===== config.mk =====
export PLATFORM = sky130hd
export DESIGN_NAME = sprite_anim_ctrl
export DESIGN_NICKNAME = d
export VERILOG_FILES = /design/src/rtl/sprite_anim_ctrl.sv
export SDC_FILE = /design/constraint.sdc
export NUM_CORES = 1
export LEC_CHECK = 0
export CAP_MARGIN = 20
export CORE_UTILIZATION = 50
export DETAILED_ROUTE_END_ITERATION = 12
export HOLD_SLACK_MARGIN = 0.15
export PLACE_DENSITY = 0.72
export SYNTH_ARGS = -nofsm -noshare
export SYNTH_HDL_FRONTEND = slang
export SYNTH_SLANG_ARGS = --single-unit

===== constraint.sdc =====
create_clock -name clk -period 3.1 [get_ports clk]
set_input_delay 0.775 -clock clk [delete_from_list [all_inputs] [get_ports clk]]
set_output_delay 0.775 -clock clk [all_outputs]
set_load 0.01 [all_outputs]

===== src/rtl/sprite_anim_ctrl.sv =====
// Sprite animation controller: one-deep command buffer, tear-free position and
// animation-frame updates applied only on frame_tick.
module sprite_anim_ctrl #(
    parameter int unsigned STEP     = 4,
    parameter int unsigned ANIM_DIV = 8
) (
    input  logic       clk,
    input  logic       rst_n,
    input  logic       frame_tick,
    input  logic       cmd_valid,
    input  logic [2:0] cmd,
    output logic       cmd_ready,
    output logic [9:0] pos_h,
    output logic [9:0] pos_v,
    output logic [3:0] now_pixel_idx,
    output logic [1:0] anim_state
);

    localparam int unsigned H_SIZE = 320;
    localparam int unsigned V_SIZE = 240;
    localparam int unsigned PW     = 11;

    localparam logic [2:0] CMD_LEFT   = 3'd1;
    localparam logic [2:0] CMD_RIGHT  = 3'd2;
    localparam logic [2:0] CMD_UP     = 3'd3;
    localparam logic [2:0] CMD_DOWN   = 3'd4;
    localparam logic [2:0] CMD_ATTACK = 3'd5;

    typedef enum logic [1:0] {
        ST_IDLE   = 2'd0,
        ST_WALK   = 2'd1,
        ST_ATTACK = 2'd2
    } state_t;

    state_t     r_state;
    logic [9:0] r_pos_h;
    logic [9:0] r_pos_v;
    logic [3:0] r_idx;
    logic [4:0] r_anim_cnt;
    logic       r_pend_vld;
    logic [2:0] r_pend_cmd;
    logic       r_init_done;

    logic          w_accept;
    logic          w_cmd_act;
    logic          w_pend_move;
    logic          w_cnt_last;
    logic [PW-1:0] w_h_sum;
    logic [PW-1:0] w_v_sum;
    logic [9:0]    w_pos_h_nxt;
    logic [9:0]    w_pos_v_nxt;

    assign cmd_ready     = r_init_done && !r_pend_vld && (r_state != ST_ATTACK);
    assign w_accept      = cmd_valid && cmd_ready;
    assign w_cmd_act     = (cmd >= CMD_LEFT) && (cmd <= CMD_ATTACK);
    assign w_pend_move   = (r_pend_cmd >= CMD_LEFT) && (r_pend_cmd <= CMD_DOWN);
    assign w_cnt_last    = (r_anim_cnt == 5'(ANIM_DIV - 1));

    assign pos_h         = r_pos_h;
    assign pos_v         = r_pos_v;
    assign now_pixel_idx = r_idx;
    assign anim_state    = r_state;

    // Modular position step; sums stay below twice the range, so one subtract wraps.
    always_comb begin
        w_h_sum     = PW'(r_pos_h);
        w_v_sum     = PW'(r_pos_v);
        w_pos_h_nxt = r_pos_h;
        w_pos_v_nxt = r_pos_v;
        case (r_pend_cmd)
            CMD_LEFT:  w_h_sum = PW'(r_pos_h) + PW'(STEP);
            CMD_RIGHT: w_h_sum = PW'(r_pos_h) + PW'(H_SIZE - STEP);
            CMD_UP:    w_v_sum = PW'(r_pos_v) + PW'(STEP);
            CMD_DOWN:  w_v_sum = PW'(r_pos_v) + PW'(V_SIZE - STEP);
            default: ;
        endcase
        if (w_h_sum >= PW'(H_SIZE)) w_h_sum = w_h_sum - PW'(H_SIZE);
        if (w_v_sum >= PW'(V_SIZE)) w_v_sum = w_v_sum - PW'(V_SIZE);
        w_pos_h_nxt = 10'(w_h_sum);
        w_pos_v_nxt = 10'(w_v_sum);
    end

    always_ff @(posedge clk) begin
        if (!rst_n) begin
            r_state     <= ST_IDLE;
            r_pos_h     <= '0;
            r_pos_v     <= '0;
            r_idx       <= 4'd1;
            r_anim_cnt  <= '0;
            r_pend_vld  <= 1'b0;
            r_pend_cmd  <= '0;
            r_init_done <= 1'b0;
        end else begin
            r_init_done <= 1'b1;
            if (frame_tick) begin
                r_pend_vld <= 1'b0;
                case (r_state)
                    ST_IDLE: begin
                        if (r_pend_vld && w_pend_move) begin
                            r_state    <= ST_WALK;
                            r_idx      <= 4'd2;
                            r_anim_cnt <= '0;
                            r_pos_h    <= w_pos_h_nxt;
                            r_pos_v    <= w_pos_v_nxt;
                        end else if (r_pend_vld) begin
                            r_state    <= ST_ATTACK;
                            r_idx      <= 4'd6;
                            r_anim_cnt <= '0;
                        end
                    end
                    ST_WALK: begin
                        if (!r_pend_vld) begin
                            r_state    <= ST_IDLE;
                            r_idx      <= 4'd1;
                            r_anim_cnt <= '0;
                        end else if (!w_pend_move) begin
                            r_state    <= ST_ATTACK;
                            r_idx      <= 4'd6;
                            r_anim_cnt <= '0;
                        end else begin
                            r_pos_h <= w_pos_h_nxt;
                            r_pos_v <= w_pos_v_nxt;
                            if (w_cnt_last) begin
                                r_anim_cnt <= '0;
                                r_idx      <= (r_idx == 4'd5) ? 4'd2 : r_idx + 4'd1;
                            end else begin
                                r_anim_cnt <= r_anim_cnt + 5'd1;
                            end
                        end
                    end
                    ST_ATTACK: begin
                        if (w_cnt_last) begin
                            r_anim_cnt <= '0;
                            if (r_idx == 4'd9) begin
                                r_state <= ST_IDLE;
                                r_idx   <= 4'd1;
                            end else begin
                                r_idx <= r_idx + 4'd1;
                            end
                        end else begin
                            r_anim_cnt <= r_anim_cnt + 5'd1;
                        end
                    end
                    default: begin
                        r_state    <= ST_IDLE;
                        r_idx      <= 4'd1;
                        r_anim_cnt <= '0;
                    end
                endcase
            end
            // A command accepted alongside a tick is held for the following tick.
            if (w_accept && w_cmd_act) begin
                r_pend_vld <= 1'b1;
                r_pend_cmd <= cmd;
            end
        end
    end

endmodule


==> summary.md <==
| Metric | Value |
|---|---|
| Core ar. | 4820 µm² |
| Max-slew violation count | 0 |
| R2R Path Start | r_pend_cmd[2]$_SDFFE_PN0P_ |
| Synth Register Bits | 32 |
| Avg Vias per Cell | 5.64 |
| Post-route DRC | 0 |
| Overflow after GRT | 0 |
| Main flop type after synthesis | dfxtp_1 |
| FMAX | 332 MHz |
| Synth Instances | between 300 and 400 |
| Fill count | 405 |
| Commonest non-fill, non-tap cells in the layout | nor2_1, buf_4, dfxtp_1, clkdlybuf4s50_1, a21oi_1 |
| Final Hold Viols | 0 |
| Initial drt markers | 235 |
| Min Hold Slack | 0.484 ns |
| Num ports | 34 |
| Netlist cell types | 64 |
| Area Overhead vs Synth | 31.5% |
| Routability cong. | 0.881 |
| Final wirelength | 6450 µm |
| CP Launch Type | flip-flop |
| Antenna violations before repair | 0 |
| Antenna-violating nets left | 0 |
| Status | finished, final reports clean |
| Crit Reg-Reg Endpoint | pos_v[8]$_SDFFE_PN0P_ |
| CP arrival | 3.18 ns |
| Placed Cells | 444 |
| Cell taking the most area after synthesis | dfxtp_1 |
| First drt pass iteration count | 5 |
| Slew @ Worst Pin | 0.598 ns |
| Static Leak | 1.25 nW |
| Port buffer count | 29 |
| Pre-CTS setup slack | -0.0487 ns |
| Hold_buf cts | 0 |
| Worst Hold End | r_anim_cnt[1]$_SDFFE_PN0P_ |
| Mean Syn Cell Area | roughly 7.6 µm² |
| Slew margin rel. | 60.1% |
| Largest family of logic cells by synthesized area | compound AO/OA/AOI/OAI gates |
| Initial Utilization | 52.8% |
| Rows | 25 |
| Synth Area in Compound Gates | 24.8% |
| Worst-Skew Late Latency | 0.29 ns |
| Min Clock Period, post-route | 3.01 ns |
| CTS root buffer | clkbuf_8 |
| Vias in the first global route | 2281 |
| Post-route cell area | 3340 µm² |
| Critical path data required time | 3.26 ns |
| Clock sink count | 32 |
| Post-synthesis mux area share | 4.48% |
| GRT Overall Usage | 24.9% |
| Synthesized area | ~2500 µm² |
| Die width | 73.3 µm |
| Ratio of cells with drive above 1 in the final layout | 20.5% |
| Post-Synth XOR/XNOR Area | under 10% |
| First-pass GRT wire length | roughly 10000 µm |
| HP Start | r_anim_cnt[1]$_SDFFE_PN0P_ |
| Wire per inst | 14.1 µm |
| CP Class | reg -> reg |
| H-Tree Depth | 2 |
| Asr flop ratio synth | 0% |
| FF+latch area | 647 µm² |
| Sequential share of the synthesized area | 25.2% |
| Setup Skew | slightly below 0.006 ns |
| Commonest non-fill, non-tap cell in the layout | nor2_1 |
| EDFF count, synth | 0 |
| Post-Synth Adder-Cell Area | 9.94% |
| Hpwl dp | 4490 µm |
| # setup viols final | 0 |
| RSZ-0062 raised after global routing | yes |
| P per Cell Area | about 280 nW/µm² |
| Register clock-pin slew on the reported worst setup and hold paths | around 0.070 ns |
| Diode count | 0 |
| Largest net degree at the start of global routing | 18 |
| Vias | around 2600 |
| CP cell instances | or3b_4 -> inv_4 -> ha_4 -> nand2b_4 -> o2bb2ai_2 -> mux2_4 -> ha_4 -> inv_4 -> a2111o_1 -> xnor2_1 -> mux2_1 -> a22oi_1 -> nor2_1 |
| Length in cells of the worst reg-to-reg path | 13 |
| CP max FO | 5 |
| Max-Cap Viols | 0 |
| Fin nets | 416 |
| Yosys warning count | 0 |
| Post-Synth Simple-Gate Area | 24.8% |
| Hold path depth | 2 |
| CTS Buf Count | 5 |
| Slowest stage cell, crit path | or3b_4 |
| Ranking of synthesized cells by area | dfxtp_1, ha_1, a21oi_1 |
| Peak supply drop | ~0.19 mV |
| Hold crit path type | reg -> reg |
| Post-synth top area share | 25.2% |
| Non-filler instance count after layout | 458 |
| Multi-input gate area in the final layout | roughly 1900 µm² |
| CP Capture Type | flip-flop |
| Final Cycle Share | 97.3% |
| CTS tree | built |
| Reg2Reg Setup Slack | roughly 0.085 ns |
| Longest Clk Path Bufs | 2 |
| Max stage delay on crit path | 0.42 ns |
| Die Ht | 73.3 µm |
| Min setup slack post-route | 0.0851 ns |
| Die area | around 5400 µm² |
| Post-DP Area | 3050 µm² |
## area by class of cell
| type | instances | share of cell area (%) |
|---|---|---|
| flip-flops and latches | 32 | 19.3 |
| well taps | 67 | 2.51 |
| clock inverters | 1 | 0.225 |
| inverters | 17 | 2.13 |
| repair buffers | 62 | 16.1 |
| multi-input cells | 272 | 57.1 |
| clock buffers | 7 | 2.58 |
## where the power goes
part           internal (mW)  leakage, nW  switching [mW]
Clock                  0.180       0.0445           0.168
Sequential             0.419        0.260         0.00968
Combinational         0.0712        0.946          0.0818
## critical path, delay by kind of cell (launching register included)
| kind | cells | cell delay [ns] |
|---|---|---|
| xor+xnor | 1 | 0.17 |
| buf+inv | 2 | 0.12 |
| mux | 2 | 0.53 |
| fa+ha+maj | 2 | 0.35 |
| compound gates | 3 | 0.72 |
| simple gates | 3 | 0.62 |
| flops | 1 | 0.37 |
## kinds of logic after synthesis
group / after synthesis
AOI/OAI and AO/OA: 99
xor gates and xnor gates: 15
adders and majority gates: 19
buffers and inverters: 33
DFF: 32
muxes: 11
other: 1
and+or+nand+nor: 124
## routing by layer
| layer | vias to the layer above | part of all wire (%) | track usage [%] | routed length, µm |
|---|---|---|---|---|
| li1 | 1304 | - | - | - |
| met1 | 1204 | 47 | 32.2 | 3030 |
| met2 | 66 | 47 | 39.4 | 3030 |
| met3 | 11 | 4.3 | 6.04 | 277 |
| met4 | 0 | 1.7 | 10.9 | 112 |
| met5 | - | 0 | 0 | 0 |
## synth_stat cells, drive strengths merged, types with 4 or more instances
cell type,number
o21ai,22
nand2,21
nand3,11
a211oi,7
mux2i,8
xnor2,11
nand2b,4
or2,6
and2,7
inv,17
o21a,5
xor2,4
buf,5
a21o,5
ha,17
a31oi,5
a21oi,32
nor2,40
dfxtp,32
nor3,12
clkbuf,11
nand4,4
## sequential cells by signal, indices dropped and copies added (netlist names)
register       flops
pos_h              8
pos_v              8
r_pend_vld         1
r_pend_cmd         3
now_pixel_idx      4
anim_state         2
r_init_done        1
r_anim_cnt         5
## metrics by stage
stage               util (%)    TNS, ns  power [mW]
floorplan                  -          0       0.526
global placement        63.4  -0.000830       0.578
detailed placement      63.4     -0.117       0.579
CTS                     65.8          0       0.928
global route            69.4    -0.0863       0.971
finish                  69.4          0       0.930
## timing repair
action | 4_1_cts | 5_1_grt
endpoints found under the hold margin | 0 | 0
pin swaps | 0 | 18
buffers inserted | 0 | 6
resized for setup | 5 | 39
endpoints found under the setup margin | 4 | 8
## worst max-delay path by stage
stage / cells past startpoint / start / to
2_1_floorplan: 11 / r_pend_cmd[1]$_SDFFE_PN0P_ / pos_h[9]$_SDFFE_PN0P_
4_1_cts: 14 / r_pend_cmd[0]$_SDFFE_PN0P_ / pos_h[7]$_SDFFE_PN0P_
5_1_grt: 13 / r_pend_cmd[2]$_SDFFE_PN0P_ / pos_v[8]$_SDFFE_PN0P_
3_5_place_dp: 13 / r_pend_cmd[2]$_SDFFE_PN0P_ / pos_v[6]$_SDFFE_PN0P_
6_report: 13 / r_pend_cmd[2]$_SDFFE_PN0P_ / pos_v[8]$_SDFFE_PN0P_
3_3_place_gp: 13 / r_pend_cmd[2]$_SDFFE_PN0P_ / pos_v[4]$_SDFFE_PN0P_
Power figures use the tool's default switching activity.
